<file path="src/rtl/gate_sweep_n.sv">
// N-input gate with a registered live output and a truth-table sweeper.
// A sweep walks every input vector once, building a signature (tt) and a count of 1 results (ones).
module gate_sweep_n #(
  parameter int N = 3
) (
  input  logic                clk,
  input  logic                rst,
  input  logic                start,
  input  logic [2:0]          mode,
  input  logic [N-1:0]        x,
  output logic                y,
  output logic                busy,
  output logic                done,
  output logic                sweep_valid,
  output logic [N-1:0]        sweep_x,
  output logic                sweep_y,
  output logic [(1<<N)-1:0]   tt,
  output logic [N:0]          ones
);

  localparam int         ROWS = 1 << N;
  localparam logic [N:0] LAST = (N+1)'(ROWS - 1);

  typedef enum logic [1:0] {IDLE, SWEEP, DONE} state_t;

  state_t          state_reg, state_next;
  logic [2:0]      smode_reg, smode_next;
  logic [N:0]      cnt_reg, cnt_next;
  logic            y_reg;
  logic            sweep_y_reg, sweep_y_next;
  logic [ROWS-1:0] tt_reg, tt_next, tt_base;
  logic [N:0]      ones_reg, ones_next, ones_base;

  logic            row_we;
  logic            tt_clear;
  logic [2:0]      row_mode;
  logic [N-1:0]    row_idx;
  logic            row_bit;

  function automatic logic gate_f(input logic [2:0] m, input logic [N-1:0] v);
    logic r;
    case (m)
      3'd0:    r = |v;
      3'd1:    r = ~|v;
      3'd2:    r = &v;
      3'd3:    r = ~&v;
      3'd4:    r = ^v;
      3'd5:    r = ~^v;
      default: r = 1'b0;
    endcase
    return r;
  endfunction

  always_comb begin
    state_next = state_reg;
    smode_next = smode_reg;
    cnt_next   = cnt_reg;
    row_we     = 1'b0;
    tt_clear   = 1'b0;
    row_mode   = smode_reg;
    case (state_reg)
      IDLE: begin
        // The accepting edge already presents row 0, so use the incoming mode for it.
        if (start) begin
          state_next = SWEEP;
          smode_next = mode;
          cnt_next   = '0;
          row_mode   = mode;
          row_we     = 1'b1;
          tt_clear   = 1'b1;
        end
      end
      SWEEP: begin
        if (cnt_reg == LAST) begin
          state_next = DONE;
        end else begin
          cnt_next = cnt_reg + 1'b1;
          row_we   = 1'b1;
        end
      end
      DONE: begin
        state_next = IDLE;
      end
      default: begin
        state_next = IDLE;
      end
    endcase
  end

  assign row_idx      = cnt_next[N-1:0];
  assign row_bit      = gate_f(row_mode, row_idx);
  assign sweep_y_next = row_we & row_bit;

  assign tt_base   = tt_clear ? '0 : tt_reg;
  assign ones_base = tt_clear ? '0 : ones_reg;
  assign ones_next = ones_base + {{N{1'b0}}, sweep_y_next};

  generate
    for (genvar gi = 0; gi < ROWS; gi++) begin : g_tt
      assign tt_next[gi] = (row_we && (row_idx == N'(gi))) ? row_bit : tt_base[gi];
    end
  endgenerate

  always_ff @(posedge clk) begin
    if (rst) begin
      state_reg   <= IDLE;
      smode_reg   <= '0;
      cnt_reg     <= '0;
      y_reg       <= 1'b0;
      sweep_y_reg <= 1'b0;
      tt_reg      <= '0;
      ones_reg    <= '0;
    end else begin
      state_reg   <= state_next;
      smode_reg   <= smode_next;
      cnt_reg     <= cnt_next;
      y_reg       <= gate_f(mode, x);
      sweep_y_reg <= sweep_y_next;
      tt_reg      <= tt_next;
      ones_reg    <= ones_next;
    end
  end

  assign y           = y_reg;
  assign busy        = (state_reg != IDLE);
  assign done        = (state_reg == DONE);
  assign sweep_valid = (state_reg == SWEEP);
  assign sweep_x     = cnt_reg[N-1:0];
  assign sweep_y     = sweep_y_reg;
  assign tt          = tt_reg;
  assign ones        = ones_reg;

endmodule

</file>
<file path="config.mk">
export PLATFORM = sky130hd
export DESIGN_NAME = gate_sweep_n
export DESIGN_NICKNAME = d
export VERILOG_FILES = /design/src/rtl/gate_sweep_n.sv
export SDC_FILE = /design/constraint.sdc
export NUM_CORES = 1
export LEC_CHECK = 0
export BUFFER_PORTS_ARGS = -buffer_cell sky130_fd_sc_hd__buf_2
export CAP_MARGIN = 25
export CORE_ASPECT_RATIO = 1.5
export CORE_MARGIN = 2
export CORE_UTILIZATION = 50
export CTS_CLUSTER_DIAMETER = 120
export CTS_CLUSTER_SIZE = 28
export DETAILED_ROUTE_END_ITERATION = 10
export GPL_TIMING_DRIVEN = 0
export PLACE_DENSITY = 0.81
export SYNTH_ARGS = -nofsm -noshare
export SYNTH_HDL_FRONTEND = slang
export SYNTH_SLANG_ARGS = --single-unit
</file>
<file path="constraint.sdc">
create_clock -name clk -period 9.8 [get_ports clk]
set_input_delay 2.45 -clock clk [delete_from_list [all_inputs] [get_ports clk]]
set_output_delay 2.45 -clock clk [all_outputs]
set_load 0.03 [all_outputs]
</file>
==> results of run 1 <==
-- cell usage after synthesis, types with 4 or more instances --
library cell	n
nor2_1	11
inv_1	5
nor3_1	4
clkbuf_1	6
and3_1	5
ha_1	6
o211ai_1	6
nand3_1	15
nand4_1	9
nand2_1	15
mux2_2	6
o21ai_0	4
dfxtp_1	23
a21oi_1	4
nor2b_1	11
-- per-layer routing --
metal	GRT usage, %	vias up	wire length (um)
met5	0	-	0
li1	-	677	-
met2	35.3	36	1700
met3	4.69	10	157
met4	8.71	0	71
met1	23.7	635	1300
-- power by group --
group	switching, W	internal [W]
combinational	0.0000366	0.0000209
sequential	0.00000249	0.0000977
clock	0.0000332	0.0000285
-- worst register-to-register path, cell delays in order (launching register included) --
cell,delay [ns]
dfxtp_1,0.39
ha_1,0.27
and3b_1,0.18
clkbuf_1,0.16
a211oi_1,0.53
a21oi_1,0.19
ha_1,0.34
xnor2_1,0.16
xnor2_2,0.41
nand4_1,0.19
o31ai_2,0.11
ha_1,0.21
ha_1,0.17
xor2_1,0.14
nor2_1,0.05
-- worst max path at each step --
stage	from	end	slack [ns]	cells after the start
floorplan	start	ones[1]	5.16	11
global placement	start	ones[1]	4.68	12
detailed placement	start	ones[2]	4.64	13
CTS	start	ones[2]	4.90	13
global route	start	ones[2]	4.69	13
finish	start	ones[2]	4.91	13
-- cell type report --
cell class                 instances  area [um^2]  share of cell area [%]
inverter                           5         18.8                    1.14
tap                               37         46.3                    2.80
multi-input combinational        132          890                    53.9
timing repair buffer              27          135                    8.18
sequential                        23          460                    27.9
clock buffer                       3         41.3                    2.50
buffer                            11         55.1                    3.33
clock inverter                     1         5.00                   0.303
-- kinds of logic after synthesis --
group                      count (synthesis)  synth area share (%)
and+or+nand+nor                           80                  30.2
AOI/OAI and AO/OA                         30                  15.3
DFF                                       23                  32.3
buffers and inverters                     16                  5.18
muxes                                      9                  6.85
xor gates and xnor gates                   7                  4.83
adders and majority gates                  6                  5.27
-- layout by cell type (no fill, tap or decap), types with 2 or more instances in the layout --
cell type / netlist / layout
inv_1: 5 / 5
nor2_1: 11 / 11
mux2i_1: 3 / 3
a21oi_1: 4 / 4
nand4_1: 9 / 9
and3_1: 5 / 5
buf_2: 2 / 29
clkbuf_1: 6 / 6
xor2_1: 3 / 3
ha_1: 6 / 6
o21ai_0: 4 / 4
mux2_2: 6 / 6
dfxtp_1: 23 / 23
xnor2_1: 3 / 3
buf_4: 3 / 3
o211ai_1: 6 / 6
a31oi_1: 2 / 2
nor3_1: 4 / 4
a211oi_1: 3 / 3
nand2_1: 15 / 15
nand3_1: 15 / 15
clkbuf_8: 0 / 3
nand2b_1: 2 / 2
nor2b_1: 11 / 11
a21o_1: 2 / 2
-- per-stage QoR --
| step | cells | utilization, % |
|---|---|---|
| after floorplan | 171 | - |
| after global placement | 235 | 59.3 |
| after detailed placement | 235 | 59.3 |
| after CTS | 239 | 61.1 |
| after global routing | 239 | 61.1 |
| final | 239 | 61.1 |
==> impl_metrics.tcl, run 1 <==
set metrics [dict create \
    layout.nets 218 \
    timing.critical_path.to_type "register" \
    antenna_found_initial 0 \
    totalNegativeSetupSlack_ns 0 \
    dr.first_iter.drc_count 52 \
    drv.max_cap_violation_count 0 \
    setup_repair_after_global_routing_missed_its_margin "false" \
    final_cycle_utilization_of_the_critical_path_pct 49.9 \
    drive_above_1_share_pct 23.3 \
    postCtsHoldBufs 0 \
    max_slew.worst_pin.slew_ns 0.593 \
    avgViaCountPerCell 5.68 \
    synth-edff-count 0 \
    final_antenna_net_count 0 \
    fillCellCount 272 \
    cts_inserted_buffers 3 \
    global_route_wire_length_before_repair_um 5200 \
    dieHeight_um 69.4 \
    max_reg_flops 8 \
    cts.htree.levels 1 \
    grt_start_max_net_pins 14 \
    mapped_cells 171 \
    rows 23 \
    insertedDiodeCount 0 \
    gp_congestion 0.961 \
    synth-warning-count 0 \
    critical_path_required_ns 9.95 \
    1st_pass_router_iterations 6 \
    final_design_area_no_fill_um2 1650 \
    yosys.area.top_type "dfxtp_1" \
    min_period_ns 4.89 \
    regToRegStartpoint "cnt_reg[0]" \
    post_cts.resized_instances 0 \
    die_x_um 47.6 \
    grt_pass1_vias 1247 \
    max_slew_margin_pct 59.3 \
    path_cells "buf_2, nor2_1, a211oi_1, a21oi_1, ha_1, xnor2_1, xnor2_2, nand4_1, o31ai_2, ha_1, ha_1, xor2_1, nor2_1" \
    synth.yosys.seq_area_share_pct 32.3 \
    min_from "tt[1]" \
    hold_path_depth 2 \
    top_cell_type_s_share_of_synthesized_area_pct 32.3 \
    timing_hold_violations_final 0 \
    largest_stage_delay_on_the_critical_path_ns 0.49 \
    run_status "finished clean" \
    timing.critical_path.fanout_max 10 \
    avgRoutedWirePerCell_um 13.5 \
    cts_root_buf "clkbuf_8" \
    worst_clock_skew_ns 0.00385 \
    cts.sink_count 23 \
    synthFlopType "dfxtp_1" \
    reg2reg_to "ones[2]" \
    post_dp_cell_area_um2 1610 \
    timing.reg2reg.setup_slack_ns 6.18 \
    post-route-worst-setup-slack_ns 4.91 \
    clock.fmax_mhz 204 \
    holdCritPathClass "reg2reg" \
    placement.setup.worst_slack_ns 4.64 \
    global_route.usage.total_pct 20.9 \
    routed_wirelength_um 3230 \
    tritoncts "yes" \
    place.detailed.hpwl_um 2440 \
    grt_overflow 0 \
    fin_hold_ws_ns 0.483 \
    initial_standard_cell_utilization_of_the_core_pct 52.6 \
    critical_path.most_common_cell "ha_1" \
    synthesis.nets 186 \
    clock_latency_ns 0.27 \
    netlist-cell-type-count 42 \
    buf_inv_on_cp 1 \
    p_leak_nw 0.728 \
    worst_ir_drop_vdd_v 0.0000791 \
    place.port_buffers 27 \
    report.power.total_w 0.000219 \
    num_io_pins 29 \
    post-cts-setup-buffers 0 \
    critical_path_arrival_ns 5.05 \
    slew_viol_final 0 \
    drcViolationCount 0 \
    area_growth_pct 16.0 \
    clkTransAtPathRegs_ns 0.09 \
    die_ar_um2 3300 \
    cts_buffer_depth 2 \
    worst-setup-path-type "in2reg" \
    via_count 1358 \
    cp-start-kind "input pin" \
    crit_family "compound AO/OA/AOI/OAI gates" \
    syn_area_per_cell_um2 8.33 \
    critPathSlowestCell "a211oi_1" \
    final-setup-viol-count 0 \
    core_area_um2 2710 \
    min_delay_worst_endpoint "tt[1]" \
    asyncSetResetFlopFracSynth_pct 0 \
    timing.reg2reg.worst_path_depth 14 \
    power_density_nw_per_um2 133 \
    syn-cell-area_um2 1420 \
    synth.top_cells.by_area "dfxtp_1, ha_1, nand3_1, nor2b_1, mux2_2" \
    ys_seq_elements 23 \
]
Note: power is estimated with default switching activity, not from simulation.
==> inputs of run 2 (changes only) <==
--- a/config.mk
+++ b/config.mk
@@ -9,12 +9,12 @@
 export CAP_MARGIN = 25
 export CORE_ASPECT_RATIO = 1.5
 export CORE_MARGIN = 2
-export CORE_UTILIZATION = 50
+export CORE_UTILIZATION = 49
 export CTS_CLUSTER_DIAMETER = 120
 export CTS_CLUSTER_SIZE = 28
 export DETAILED_ROUTE_END_ITERATION = 10
 export GPL_TIMING_DRIVEN = 0
-export PLACE_DENSITY = 0.81
+export PLACE_DENSITY = 0.82
 export SYNTH_ARGS = -nofsm -noshare
 export SYNTH_HDL_FRONTEND = slang
 export SYNTH_SLANG_ARGS = --single-unit
==> constraint.sdc (replaced) <==
create_clock -name clk -period 4 [get_ports clk]
set_input_delay 1 -clock clk [delete_from_list [all_inputs] [get_ports clk]]
set_output_delay 1 -clock clk [all_outputs]
set_load 0.03 [all_outputs]
==> run 2 against run 1 <==
  * Clock power increased by 130%
  * Final cell count increased by 0.84%
  * Combinational power increased by 150%
  * Critical endpoint is now ones[1]
  * First-iteration DRC count decreased by 40%
  * Sequential cell count unchanged
  * Non-clock buffer count unchanged
==> impl_metrics.tcl, run 2 (same netlist as run 1, synthesis figures left out) <==
set metrics [dict create \
    area_growth_pct 16.2 \
    crit_family "compound AO/OA/AOI/OAI gates" \
    buf_inv_on_cp 1 \
    antenna_found_initial 0 \
    holdCritPathClass "reg2reg" \
    regToRegStartpoint "cnt_reg[0]" \
    cts.htree.levels 1 \
    multi_input_area_um2 890 \
    largest_stage_delay_on_the_critical_path_ns 0.53 \
    max_reg_flops 8 \
    max_slew.worst_pin.slew_ns 0.608 \
    p_leak_nw 0.728 \
    post-route-worst-setup-slack_ns 0.411 \
    1st_pass_router_iterations 6 \
    min_from "tt[2]" \
    critical_path_arrival_ns 3.73 \
    fillCellCount 269 \
    cts.sink_count 23 \
    timing_hold_violations_final 0 \
    max_slew_margin_pct 58.3 \
    run_status "finished clean" \
    place.port_buffers 27 \
    path_cells "ha_1, and3b_1, clkbuf_1, a211oi_1, a21oi_1, ha_1, or2_1, a32oi_2, xnor2_1, o31ai_2, ha_1, ha_1, nor2b_1" \
    clkTransAtPathRegs_ns 0.08 \
    layout.cells.most_common "buf_2" \
    cts_root_buf "clkbuf_8" \
    setup_repair_after_global_routing_missed_its_margin "false" \
    die_ar_um2 3360 \
    postLayoutCoreUtil_pct 58.0 \
    clock.fmax_mhz 279 \
    min_period_ns 3.59 \
    worst_setup_path_start "cnt_reg[0]" \
    cp-start-kind "register" \
    post_cts.resized_instances 0 \
    drive_above_1_share_pct 23.3 \
    placement.setup.worst_slack_ns 0.326 \
    clock_latency_ns 0.26 \
    final-setup-viol-count 0 \
    worst_clock_skew_ns 0.00256 \
    timing.critical_path.to_type "register" \
    tritoncts "yes" \
    place.detailed.hpwl_um 2260 \
    core_area_um2 2850 \
    rows 24 \
    layout.nets 218 \
    final_cycle_utilization_of_the_critical_path_pct 89.7 \
    global_route_wire_length_before_repair_um 4760 \
    avgViaCountPerCell 5.56 \
    critical_path.most_common_cell "ha_1" \
    post-cts-setup-buffers 0 \
    dieHeight_um 70.0 \
    grt_start_max_net_pins 14 \
    slew_viol_final 0 \
    most-common-layout-cells "buf_2, dfxtp_1, nand2_1, nand3_1" \
    timing.critical_path.fanout_max 9 \
    gp_congestion 0.867 \
    final_antenna_net_count 0 \
    worst-setup-path-type "reg2reg" \
    insertedDiodeCount 0 \
    grt_pass1_vias 1175 \
    initial_standard_cell_utilization_of_the_core_pct 49.9 \
    critPathSlowestCell "a211oi_1" \
    critical_path_required_ns 4.14 \
    power_density_nw_per_um2 319 \
    num_io_pins 29 \
    grt_overflow 0 \
    avgRoutedWirePerCell_um 12.2 \
    report.power.total_w 0.000527 \
    postCtsHoldBufs 0 \
    global_route.usage.total_pct 18.7 \
    cts_buffer_depth 2 \
    register_area_um2 460 \
    via_count 1340 \
    routed_wirelength_um 2950 \
    drcViolationCount 0 \
    worst_ir_drop_vdd_v 0.000217 \
    final_design_area_no_fill_um2 1650 \
    cts_inserted_buffers 3 \
    drv.max_cap_violation_count 0 \
    dr.first_iter.drc_count 31 \
    totalNegativeSetupSlack_ns 0 \
    die_x_um 48.0 \
    post_dp_cell_area_um2 1610 \
]
-- run 2: cell counts in the layout (fill, tap and decap cells not counted) --
No cell type changed its count.
-- run 2: worst reg2reg max path, cell delays in order (launching register included) --
cell and delay, ns:
dfxtp_1 0.39, ha_1 0.27, and3b_1 0.18, clkbuf_1 0.16, a211oi_1 0.54, a21oi_1 0.17
ha_1 0.24, or2_1 0.23, a32oi_2 0.34, xnor2_1 0.16, o31ai_2 0.23, ha_1 0.20
ha_1 0.22, nor2b_1 0.13
-- run 2: worst paths after layout --
path                            cells past startpoint      end  slack [ns]
worst max-delay path                               13  ones[1]        0.41
worst min-delay path                                2    tt[2]        0.48
worst max register to register                     13  ones[1]        0.41
worst min register to register                      2    tt[2]        0.48
-- run 2: metal layers --
layer	share of wire [%]	GRT usage, %
met1	43	21.5
met2	52	31.9
met3	3.0	2.84
met4	1.6	8.11
met5	0	0
-- run 2: stage by stage --
step,std cells,hold slack [ns]
finish,241,0.483
global route,241,0.501
CTS,241,0.487
detailed placement,237,0.460
global placement,237,0.463
floorplan,171,0.464
-- run 2: cell type report --
| cell class | instances | area share, % |
|---|---|---|
| multi-input cells | 132 | 53.8 |
| flip-flops and latches | 23 | 27.8 |
| repair buffers | 27 | 8.17 |
| plain buffers | 11 | 3.33 |
| well taps | 39 | 2.95 |
| clock buffers | 3 | 2.50 |
| inverters | 5 | 1.13 |
| clock inverters | 1 | 0.303 |
-- run 2: where the power goes --
| part | total [W] | switching [W] | internal (W) |
|---|---|---|---|
| Combinational | 0.000141 | 0.0000892 | 0.0000514 |
| Clock | 0.000142 | 0.0000725 | 0.0000694 |
| Sequential | 0.000245 | 0.00000555 | 0.000239 |
